===== src/rtl/riscv_config_pkg.sv =====
// Core-wide configuration constants shared by the pipeline and memory-side blocks.
package riscv_config_pkg;

    localparam int unsigned DMEM_TIMEOUT_DEFAULT = 256;

endpackage


===== src/rtl/riscv_core_pkg.sv =====
// Core-wide types shared by the pipeline and memory-side blocks.
package riscv_core_pkg;

    typedef enum logic [2:0] {
        DMEM_IDLE,
        DMEM_REQ,
        DMEM_RSP,
        DMEM_DONE,
        DMEM_DRAIN
    } dmem_state_e;

endpackage


===== src/rtl/dmem_access_ctrl.sv =====
// Data-memory access controller: one outstanding valid/ready bus transaction per
// M-stage load/store, with pipeline stall, flush draining and response timeout.
module dmem_access_ctrl
    import riscv_core_pkg::*;
    import riscv_config_pkg::*;
#(
    parameter int unsigned TIMEOUT_CYCLES = DMEM_TIMEOUT_DEFAULT
) (
    input  logic        clk_i,
    input  logic        rst_i,
    input  logic        core_req_valid_i,
    input  logic [31:0] core_req_addr_i,
    input  logic        core_req_write_i,
    input  logic [2:0]  core_req_size_i,
    input  logic [31:0] core_req_data_i,
    input  logic [3:0]  core_req_strb_i,
    input  logic        core_req_kill_i,
    input  logic        advance_i,
    input  logic        flush_i,
    output logic        stall_o,
    output logic        core_rsp_valid_o,
    output logic [31:0] core_rsp_data_o,
    output logic        core_rsp_error_o,
    output logic        bus_req_valid_o,
    input  logic        bus_req_ready_i,
    output logic [31:0] bus_req_addr_o,
    output logic        bus_req_write_o,
    output logic [2:0]  bus_req_size_o,
    output logic [31:0] bus_req_data_o,
    output logic [3:0]  bus_req_strb_o,
    input  logic        bus_rsp_valid_i,
    output logic        bus_rsp_ready_o,
    input  logic [31:0] bus_rsp_data_i,
    input  logic        bus_rsp_error_i,
    output logic        bus_timeout_o
);

    localparam int unsigned TMO_W = (TIMEOUT_CYCLES > 0) ? $clog2(TIMEOUT_CYCLES + 1) : 1;
    localparam logic [TMO_W-1:0] TMO_MAX  = TMO_W'(TIMEOUT_CYCLES);
    localparam logic [TMO_W-1:0] TMO_LAST = TMO_W'((TIMEOUT_CYCLES > 0) ? TIMEOUT_CYCLES - 1 : 0);

    dmem_state_e state_q, state_d;
    logic [31:0] addr_q, addr_d;
    logic        write_q, write_d;
    logic [2:0]  size_q, size_d;
    logic [31:0] data_q, data_d;
    logic [3:0]  strb_q, strb_d;
    logic [31:0] rsp_data_q, rsp_data_d;
    logic        rsp_error_q, rsp_error_d;
    logic        flushed_q, flushed_d;
    logic [TMO_W-1:0] tmo_q, tmo_d;
    logic        timeout_q, timeout_d;
    logic        tmo_expired;

    // The counter holds the number of completed RSP/DRAIN cycles, so the wait
    // lasts exactly TIMEOUT_CYCLES cycles before the expiry takes effect.
    assign tmo_expired = (TIMEOUT_CYCLES != 0) && (tmo_q == TMO_LAST);

    always_comb begin
        // NOTE: every _d defaults to its _q first so no path through the case infers a latch.
        state_d     = state_q;
        addr_d      = addr_q;
        write_d     = write_q;
        size_d      = size_q;
        data_d      = data_q;
        strb_d      = strb_q;
        rsp_data_d  = rsp_data_q;
        rsp_error_d = rsp_error_q;
        flushed_d   = flushed_q;
        timeout_d   = timeout_q;
        tmo_d       = (tmo_q != TMO_MAX) ? tmo_q + TMO_W'(1) : tmo_q;

        case (state_q)
            DMEM_IDLE: begin
                if (core_req_valid_i && !flush_i) begin
                    if (core_req_kill_i) begin
                        rsp_data_d  = '0;
                        rsp_error_d = 1'b0;
                        state_d     = DMEM_DONE;
                    end else begin
                        addr_d    = core_req_addr_i;
                        write_d   = core_req_write_i;
                        size_d    = core_req_size_i;
                        data_d    = core_req_data_i;
                        strb_d    = core_req_strb_i;
                        flushed_d = 1'b0;
                        state_d   = DMEM_REQ;
                    end
                end
            end
            DMEM_REQ: begin
                if (flush_i) flushed_d = 1'b1;
                if (bus_req_ready_i) begin
                    tmo_d   = '0;
                    state_d = (flushed_q || flush_i) ? DMEM_DRAIN : DMEM_RSP;
                end
            end
            DMEM_RSP: begin
                if (bus_rsp_valid_i && flush_i) begin
                    state_d = DMEM_IDLE;
                end else if (bus_rsp_valid_i) begin
                    rsp_data_d  = bus_rsp_data_i;
                    rsp_error_d = bus_rsp_error_i;
                    state_d     = DMEM_DONE;
                end else if (flush_i) begin
                    tmo_d   = '0;
                    state_d = DMEM_DRAIN;
                end else if (tmo_expired) begin
                    rsp_data_d  = '0;
                    rsp_error_d = 1'b1;
                    timeout_d   = 1'b1;
                    state_d     = DMEM_DONE;
                end
            end
            DMEM_DONE: begin
                if (advance_i || flush_i) state_d = DMEM_IDLE;
            end
            DMEM_DRAIN: begin
                if (bus_rsp_valid_i) begin
                    state_d = DMEM_IDLE;
                end else if (tmo_expired) begin
                    timeout_d = 1'b1;
                    state_d   = DMEM_IDLE;
                end
            end
            default: state_d = DMEM_IDLE;
        endcase
    end

    always_ff @(posedge clk_i) begin
        // NOTE: non-blocking assignments so every register samples the pre-edge values.
        if (rst_i) begin
            state_q     <= DMEM_IDLE;
            addr_q      <= '0;
            write_q     <= 1'b0;
            size_q      <= '0;
            data_q      <= '0;
            strb_q      <= '0;
            rsp_data_q  <= '0;
            rsp_error_q <= 1'b0;
            flushed_q   <= 1'b0;
            tmo_q       <= '0;
            timeout_q   <= 1'b0;
        end else begin
            state_q     <= state_d;
            addr_q      <= addr_d;
            write_q     <= write_d;
            size_q      <= size_d;
            data_q      <= data_d;
            strb_q      <= strb_d;
            rsp_data_q  <= rsp_data_d;
            rsp_error_q <= rsp_error_d;
            flushed_q   <= flushed_d;
            tmo_q       <= tmo_d;
            timeout_q   <= timeout_d;
        end
    end

    assign stall_o          = core_req_valid_i && (state_q != DMEM_DONE);
    assign core_rsp_valid_o = (state_q == DMEM_DONE);
    assign core_rsp_data_o  = rsp_data_q;
    assign core_rsp_error_o = rsp_error_q;
    assign bus_req_valid_o  = (state_q == DMEM_REQ);
    assign bus_req_addr_o   = addr_q;
    assign bus_req_write_o  = write_q;
    assign bus_req_size_o   = size_q;
    assign bus_req_data_o   = data_q;
    assign bus_req_strb_o   = strb_q;
    assign bus_rsp_ready_o  = (state_q == DMEM_RSP) || (state_q == DMEM_DRAIN);
    assign bus_timeout_o    = timeout_q;

endmodule

===== config.mk =====
export PLATFORM = sky130hd
export DESIGN_NAME = dmem_access_ctrl
export DESIGN_NICKNAME = d
export VERILOG_FILES = /design/src/rtl/riscv_config_pkg.sv /design/src/rtl/riscv_core_pkg.sv /design/src/rtl/dmem_access_ctrl.sv
export SDC_FILE = /design/constraint.sdc
export NUM_CORES = 1
export LEC_CHECK = 0
export CORE_UTILIZATION = 37
export DETAILED_ROUTE_END_ITERATION = 12
export PLACE_DENSITY = 0.76
export SYNTH_ARGS = -nofsm -noshare
export SYNTH_HDL_FRONTEND = slang
export SYNTH_SLANG_ARGS = --single-unit

===== constraint.sdc =====
create_clock -name clk_i -period 1.8 [get_ports clk_i]
set_input_delay 0.54 -clock clk_i [delete_from_list [all_inputs] [get_ports clk_i]]
set_output_delay 0.54 -clock clk_i [all_outputs]
set_load 0.01 [all_outputs]

==> run_results.csv, run 1 <==
group,metric,value,unit
sta,finalMaxSlewViolations,0,
placement,globalplace.congestion,0.867,
global_route,grt_pass1_wl,25.8,mm
sta,setup_viol,108,
cells_and_area,n_antenna_cell,0,
yosys,synth_area,4730,sq um
setup_path,cp-start-kind,"flop",
floorplan,rows,40,
flow_run,maxCapViolations,0,
run_status,violations,"negative setup slack",
global_route,top_usage_layer,"met2",
placement,port_buffers,222,
cells_and_area,nets,958,
yosys,synth.distinct_cells,44,
yosys,synth_warnings,0,
global_route,gr-usage-met1,0.251,
power_and_ir_drop,power_density,962,nW/um^2
yosys,async_flop_share,0,
global_route,antenna_found_initial,0,
clocking,path_clk_slew,60,ps
clocking,ctsLongestPathBuffers,2,
clocking,cts_tree,"yes",
global_route,met2_usage,0.480,
worst_hold_path,hp-class,"in -> reg",
cells_and_area,final_common_cell,"dfxtp_1",
sta,fin_skew,5.24,ps
floorplan,initial_core_util,0.387,
floorplan,die_h,115,um
yosys,synthFlopType,"dfxtp_1",
clocking,cts-root-buf,"clkbuf_16",
drt,wl,18.1,mm
yosys,synthCells,560,
global_route,grt_pass1_vias,5223,
sta,slew_headroom,0.664,
power_and_ir_drop,power.leakage,3.99,nW
setup_path,critical_path_arrival,2310,ps
global_route,overflow,0,
yosys,syn_avg_cell_area,8.44,sq um
power_and_ir_drop,power.total,8.88,mW
clocking,cts_made_buffers,17,
yosys,seq_area_frac_synth,0.504,
global_route,grt_max_degree,59,
sta,tns,-11010,ps
drt,initialDrtViolationCount,262,
power_and_ir_drop,peakVddDrop,599,uV
sta,min_period_over_period,1.09,
sta,hold_viol,0,
cells_and_area,syn_to_final_growth,95.3,%
yosys,syn_nets,676,
setup_path,cp-end-kind,"flop",
run_status,status,"finished with violations",
floorplan,pin_count,223,
drt,remaining_drc_errors,0,
global_route,grtUsageTotal,0.256,
drt,via_per_inst,5.01,
sta,worst_slew_pin_slew,491,ps
setup_path,cp.required,2140,ps
drt,ant_nets,0,
sta,rsz0062_at_grt,"true",
drt,dr_total_vias,5130,
floorplan,die_area,13200,sq um
clocking,holdBufCountCts,0,
sta,period_minus_slack,1960,ps
floorplan,coreArea,12200,sq um
drt,wire_per_inst,17.7,um
clocking,cts_max_level,4,
cells_and_area,layout-drive-gt1-share,0.287,
sta,whs,394,ps
clocking,cts_sinks,119,
clocking,clock_latency,410,ps
sta,clock.fmax,509,MHz
placement,hpwlAfterDp,9.59,mm
global_route,use_met3,0.0838,
floorplan,die-width,115,um
sta,fin_ws,-164,ps
yosys,synth-seq-cells,119,
drt,firstDrtPassIters,4,
setup_path,critPathKind,"reg -> reg",
setup_path,critPathMaxFanout,6,
yosys,synth-edff-count,0,
cells_and_area,mostFrequentLayoutCells,"dfxtp_1 (114), clkdlybuf4s50_1 (109), dlygate4sd2_1 (108), nand2_1 (88), nor2_1 (45)",
-- kinds of logic after synthesis --
family,after synthesis,synth area share
buffers and inverters,46,0.0545
multiplexers,34,0.0723
flip-flops,119,0.504
adder cells (fa/ha/maj),3,0.00794
XOR/XNOR,7,0.0130
AO/OA/AOI/OAI,92,0.105
AND/OR/NAND/NOR,259,0.243
-- critical path, stage by stage, from the launching register on --
cell and delay (ps):
dfxtp_4 350, or3_4 390, buf_6 130, nor4b_4 280
buf_6 180, buf_12 110, buf_12 110, buf_16 140
nand2_4 50, a21oi_2 160
-- path summary, 6_finish.rpt --
kind	startpoint	endpoint	slack, ps	depth (start not counted)
worst max-delay path	state_q[2]	bus_req_size_o[2]	-160	9
worst min-delay path	rst_i	bus_timeout_o	390	2
worst max register to register	state_q[2]	bus_req_size_o[2]	-160	9
worst min register to register	bus_req_addr_o[25]	bus_req_addr_o[25]	450	2
-- synth_stat cells, types with 2 or more instances --
cell type  instances  area (sq um)
nor2_1            50           188
nand2b_1           6          37.5
and2_1            30           188
buf_2             11          55.1
xor2_1             4          35.0
a21oi_1           78           390
mux2i_1           33           330
a211oi_1           2          15.0
buf_4              3          22.5
xnor2_1            3          26.3
nand3_1            4          20.0
and2_0             2          12.5
buf_6              8          90.1
o21ai_0            3          15.0
or3_1              2          12.5
clkbuf_1          17          63.8
ha_1               3          37.5
nor3_1             2          10.0
nand2_1          148           556
dfxtp_1          119          2380
nor4b_1            3          26.3
inv_1              7          26.3
-- report_power, final --
group	total (mW)	internal (mW)	switching (mW)	leakage (nW)
Clock	3.25	2.09	1.16	0.277
Sequential	2.97	2.82	0.152	0.965
Combinational	2.65	1.47	1.19	2.75
-- what timing repair did --
action | in CTS | in global routing
gates resized for setup | 225 | 117
cloned | 16 | 8
setup endpoints to repair | 218 | 121
buffers inserted | 19 | 9
pin swaps | 34 | 57
endpoints found under the hold margin | 0 | 0
-- routing by layer --
layer / part of all wire / vias up / routed length (um)
li1: - / 2405 / -
met3: 0.075 / 43 / 1350
met5: 0 / - / 0
met1: 0.35 / 2435 / 6410
met2: 0.54 / 247 / 9700
met4: 0.035 / 0 / 640
-- metrics by stage --
step / worst slack (ps) / utilization / instances / area (sq um)
final: -164 / 0.756 / 1023 / 9230
after global routing: -219 / 0.756 / 1023 / 9230
after CTS: -110 / 0.710 / 1012 / 8670
after detailed placement: -724 / 0.597 / 946 / 7300
after global placement: -695 / 0.597 / 946 / 7300
after floorplan: -72.6 / - / 560 / 4770
-- sequential cells by signal, summed over array words and instances, names as in the netlist --
signal,flops
state_q,3
bus_req_write_o,1
bus_req_addr_o,32
bus_req_strb_o,4
core_rsp_data_o,32
bus_timeout_o,1
tmo_q,9
core_rsp_error_o,1
flushed_q,1
bus_req_data_o,32
bus_req_size_o,3
-- cell type report --
class	count	area, sq um
Timing Repair Buffer	302	3280
Fill cell	826	2980
Multi-Input combinational cell	395	2750
Sequential cell	119	2390
Clock buffer	23	468
Tap cell	168	210
Clock inverter	9	100
Inverter	7	26.3
Note: power is estimated with default switching activity, not from simulation.
==> run 2: changes to the inputs <==
- CORE_UTILIZATION: 37 -> 44
- PLACE_DENSITY: 0.76 -> 0.85
- clock period: 1.8 -> 2.5 ns (I/O delays scaled with it)
==> run 2 against run 1 <==
Highest routed layer unchanged. Wire length fell by 27%. Die area fell by 16%. Hold slack improved by 58 ps. Largest power group unchanged. The run now ends clean.
==> run_results.csv, run 2 (synthesis gave the netlist of run 1 again) <==
group,metric,value,unit
global_route,grtUsageTotal,0.235,
drt,wl,13.2,mm
clocking,ctsLongestPathBuffers,2,
floorplan,die-width,106,um
sta,min_period_over_period,0.947,
placement,port_buffers,222,
power_and_ir_drop,peakVddDrop,606,uV
setup_path,crit_slowest_cell,"clkdlybuf4s50_1",
sta,finalMaxSlewViolations,0,
power_and_ir_drop,power_density,750,nW/um^2
floorplan,die_area,11200,sq um
setup_path,cp_cell_sequence,"clkdlybuf4s50_1, nor2b_1, dlygate4sd2_1",
setup_path,path_delay_family,"buffers and inverters",
setup_path,cp_num_buf_inv,2,
cells_and_area,final_common_cell,"clkdlybuf4s50_1",
sta,period_minus_slack,2370,ps
setup_path,cp-start-kind,"primary input",
drt,wire_per_inst,14.2,um
cells_and_area,n_antenna_cell,0,
global_route,grt_pass1_wl,21.0,mm
clocking,path_clk_slew,60,ps
setup_path,cp-end-kind,"output pin",
sta,rsz0062_at_grt,"false",
clocking,cts_max_level,4,
sta,clock.fmax,422,MHz
drt,via_per_inst,4.94,
placement,dp_slack,-291,ps
drt,initialDrtViolationCount,197,
clocking,cts_tree,"yes",
clocking,cts_made_buffers,17,
clocking,cts_sinks,119,
cells_and_area,mostFrequentLayoutCells,"clkdlybuf4s50_1 (217), nand2_1 (148), dfxtp_1 (116), a21oi_1 (78), nor2_1 (50)",
run_status,status,"finished clean",
flow_run,maxCapViolations,0,
floorplan,coreArea,10400,sq um
global_route,antenna_found_initial,0,
clocking,cts-root-buf,"clkbuf_8",
sta,setup_viol,0,
sta,worst_slew_pin_slew,535,ps
floorplan,pin_count,223,
floorplan,rows,37,
cells_and_area,seq_area,2390,sq um
cells_and_area,multi_input_area,2100,sq um
sta,fin_skew,10.4,ps
floorplan,initial_core_util,0.456,
setup_path,critPathKind,"in -> out",
setup_path,critical_path_arrival,1620,ps
worst_hold_path,hp-class,"reg -> reg",
placement,placed_area,7080,sq um
global_route,grt_max_degree,69,
global_route,grt_pass1_vias,4502,
sta,whs,452,ps
drt,ant_nets,0,
global_route,overflow,0,
sta,hold_viol,0,
cells_and_area,nets,894,
placement,hpwlAfterDp,9.28,mm
floorplan,die_h,106,um
clocking,clock_latency,500,ps
sta,tns,0,ps
clocking,cts_setup_buffers,0,
cells_and_area,nFillCells,769,
cells_and_area,syn_to_final_growth,63.0,%
sta,fin_ws,133,ps
setup_path,cp.required,1750,ps
sta,slew_headroom,0.643,
drt,firstDrtPassIters,6,
placement,globalplace.congestion,0.803,
drt,remaining_drc_errors,0,
drt,dr_total_vias,4584,
power_and_ir_drop,power.leakage,2.77,nW
cells_and_area,layout-drive-gt1-share,0.0759,
cells_and_area,final_area,7700,sq um
setup_path,critPathMaxFanout,2,
setup_path,max_stage_delay,470,ps
==> run 2: changes by cell type in the layout (fill, tap and decap cells not counted), moves of 8 or more <==
cell / change
clkdlybuf4s50_1: +108
dlygate4sd2_1: -104
nand2_1: +60
nand2_4: -38
a21oi_1: +37
a21oi_2: -37
buf_4: -25
nand2_2: -22
buf_16: -12
buf_12: -10
buf_6: -9
clkbuf_16: -8
==> run 2: area by class of cell <==
| cell class | count | area share |
|---|---|---|
| repair buffers | 238 | 0.311 |
| flip-flops and latches | 119 | 0.310 |
| multi-input cells | 395 | 0.273 |
| clock buffers | 19 | 0.0547 |
| clock inverters | 13 | 0.0255 |
| well taps | 136 | 0.0221 |
| inverters | 7 | 0.00341 |
==> run 2: path summary, 6_finish.rpt <==
check                                  startpoint             endpoint  slack (ps)  cells past startpoint
worst max-delay path             core_req_valid_i              stall_o         130                      3
worst min-delay path            bus_req_addr_o[5]    bus_req_addr_o[5]         450                      2
worst max register to register           tmo_q[0]  core_rsp_data_o[21]         330                      9
worst min register to register  bus_req_addr_o[5]    bus_req_addr_o[5]         450                      2
==> run 2: per-stage QoR <==
step	cells	util	power, mW
after floorplan	560	-	2.76
after global placement	895	0.683	3.26
after detailed placement	895	0.683	3.30
after CTS	927	0.743	5.82
after global routing	927	0.743	6.03
final	927	0.743	5.78
==> run 2: what timing repair did <==
| action | CTS | global route |
|---|---|---|
| gates resized for setup | 9 | 0 |
| setup endpoints to repair | 4 | 0 |
| hold buffers | 0 | 0 |
==> run 2: report_power, final <==
group | total (mW) | leakage, nW | internal, mW | switching (mW)
Clock | 2.51 | 0.293 | 1.63 | 0.878
Sequential | 2.14 | 0.965 | 2.03 | 0.110
Combinational | 1.13 | 1.51 | 0.613 | 0.518
==> run 2: worst reg2reg max path, delay by kind of cell, from the launching register on <==
family | cells | cell delay (ps)
DFF | 1 | 380
adders and majority gates | 2 | 530
muxes | 1 | 280
and+or+nand+nor | 3 | 260
AOI/OAI and AO/OA | 2 | 380
buffers and inverters | 1 | 250
==> run 2: layer usage <==
layer	wire (um)	GRT usage
met5	0	0
met4	170	0.0813
met3	1020	0.0693
met2	6670	0.421
met1	5290	0.264
==> run 3: changes to the inputs <==
- PLACE_DENSITY: 0.85 -> unset
- PLACE_DENSITY_LB_ADDON: unset -> 0.12
==> run 3 against run 2 <==
Setup slack got worse by 16 ps. Power is 3.9% lower. Combinational power increased by 4%. Register-to-register slack about the same. Flip-flop and latch count did not move. Final cell count is 0.11% higher. Largest cell class unchanged. Via count increased by 0.57%. Fmax decreased by 0.68%. Critical endpoint unchanged. Clock-buffer cell count stayed put.
==> run_results.csv, run 3 (synthesis gave the netlist of run 1 again) <==
group,metric,value,unit
floorplan,pin_count,223,
clocking,cts-root-buf,"clkbuf_8",
drt,ant_nets,0,
drt,dr_total_vias,4610,
setup_path,critPathKind,"in -> out",
floorplan,die_area,11200,sq um
power_and_ir_drop,power.leakage,2.75,nW
clocking,ctsLongestPathBuffers,2,
drt,firstDrtPassIters,4,
setup_path,crit_slowest_cell,"clkdlybuf4s50_1",
global_route,overflow,0,
cells_and_area,mostFrequentLayoutCells,"clkdlybuf4s50_1 (217), nand2_1 (148), dfxtp_1 (118), a21oi_1 (78), nor2_1 (50)",
sta,whs,452,ps
placement,globalplace.congestion,0.846,
setup_path,cp-start-kind,"primary input",
sta,tns,0,ps
drt,wl,13.4,mm
cells_and_area,final_common_cell,"clkdlybuf4s50_1",
cells_and_area,fin_cells,928,
clocking,path_clk_slew,50,ps
setup_path,critPathMaxFanout,2,
global_route,grt_pass1_vias,4508,
sta,fin_skew,7.72,ps
drt,via_per_inst,4.97,
sta,min_period_over_period,0.953,
floorplan,initial_core_util,0.456,
placement,port_buffers,222,
clocking,cts_setup_buffers,0,
flow_run,maxCapViolations,0,
floorplan,die-width,106,um
cells_and_area,nets,896,
floorplan,coreArea,10400,sq um
sta,rsz0062_at_grt,"false",
setup_path,cp-end-kind,"output pin",
setup_path,max_stage_delay,480,ps
run_status,status,"finished clean",
sta,finalMaxSlewViolations,0,
cells_and_area,n_antenna_cell,0,
cells_and_area,nFillCells,797,
drt,wire_per_inst,14.4,um
setup_path,cp_cell_sequence,"clkdlybuf4s50_1, nor2b_1, dlygate4sd2_1",
floorplan,rows,37,
global_route,use_met3,0.0649,
worst_hold_path,hp-class,"reg -> reg",
setup_path,critical_path_arrival,1630,ps
cells_and_area,syn_to_final_growth,61.9,%
global_route,met2_usage,0.424,
power_and_ir_drop,peakVddDrop,507,uV
sta,hold_viol,0,
setup_path,cp.required,1750,ps
clocking,clock_latency,500,ps
power_and_ir_drop,power_density,726,nW/um^2
clocking,cts_sinks,119,
sta,worst_slew_pin_slew,415,ps
sta,clock.fmax,420,MHz
setup_path,path_delay_family,"buffers and inverters",
sta,slew_headroom,0.716,
clocking,cts_max_level,4,
placement,post-place-cells,897,
clocking,cts_tree,"yes",
cells_and_area,layout-drive-gt1-share,0.0758,
floorplan,die_h,106,um
clocking,cts_made_buffers,17,
global_route,grt_max_degree,60,
global_route,top_usage_layer,"met2",
sta,period_minus_slack,2380,ps
setup_path,cp_num_buf_inv,2,
drt,remaining_drc_errors,0,
global_route,gr-usage-met1,0.264,
global_route,grt_pass1_wl,21.1,mm
placement,hpwlAfterDp,9.40,mm
sta,setup_viol,0,
global_route,grtUsageTotal,0.239,
global_route,antenna_found_initial,0,
drt,initialDrtViolationCount,230,
run 3: cell type report:
class | instances | area (sq um) | share of cell area
Timing Repair Buffer | 240 | 2410 | 0.315
Multi-Input combinational cell | 395 | 2100 | 0.274
Sequential cell | 119 | 2380 | 0.311
Tap cell | 136 | 170 | 0.0222
Inverter | 7 | 26.3 | 0.00343
Clock inverter | 12 | 129 | 0.0168
Clock buffer | 19 | 432 | 0.0564
run 3: worst paths after layout:
| check | startpoint | to | slack (ps) | cells past startpoint |
|---|---|---|---|---|
| setup / recovery | core_req_valid_i | stall_o | 120 | 3 |
| hold / removal | bus_req_data_o[12] | bus_req_data_o[12] | 450 | 2 |
| setup reg to reg | tmo_q[0] | core_rsp_data_o[25] | 340 | 9 |
| hold reg to reg | bus_req_data_o[12] | bus_req_data_o[12] | 450 | 2 |
run 3: worst min-delay path, cell delays in order (launching register included):
cell and delay (ps):
dfxtp_1 300, nand2_1 50, a21oi_1 50
run 3: routing by layer:
| metal | part of all wire | wire (um) | vias up |
|---|---|---|---|
| li1 | - | - | 2265 |
| met1 | 0.40 | 5330 | 2135 |
| met2 | 0.50 | 6740 | 182 |
| met3 | 0.072 | 963 | 28 |
| met4 | 0.026 | 341 | 0 |
| met5 | 0 | 0 | - |
run 3: what timing repair did:
item / 4_1_cts / 5_1_grt
gates resized for setup: 5 / 0
hold endpoints to repair: 0 / 0
endpoints found under the setup margin: 4 / 0
hold buffers: 0 / 0
run 3: report_power, final:
part | switching [mW] | leakage [nW] | internal [mW]
logic | 0.541 | 1.52 | 0.626
registers | 0.0845 | 0.963 | 2.02
clock network | 0.850 | 0.258 | 1.43
run 3: stage by stage:
| step | instance area (sq um) | power (mW) | setup slack (ps) | util |
|---|---|---|---|---|
| 6_report | 7650 | 5.55 | 117 | 0.738 |
| 5_1_grt | 7650 | 5.79 | 48.0 | 0.738 |
| 4_1_cts | 7650 | 5.59 | 93.7 | 0.738 |
| 3_5_place_dp | 7100 | 3.32 | -262 | 0.684 |
| 3_3_place_gp | 7100 | 3.28 | -231 | 0.684 |
| 2_1_floorplan | 4730 | 2.76 | 382 | - |
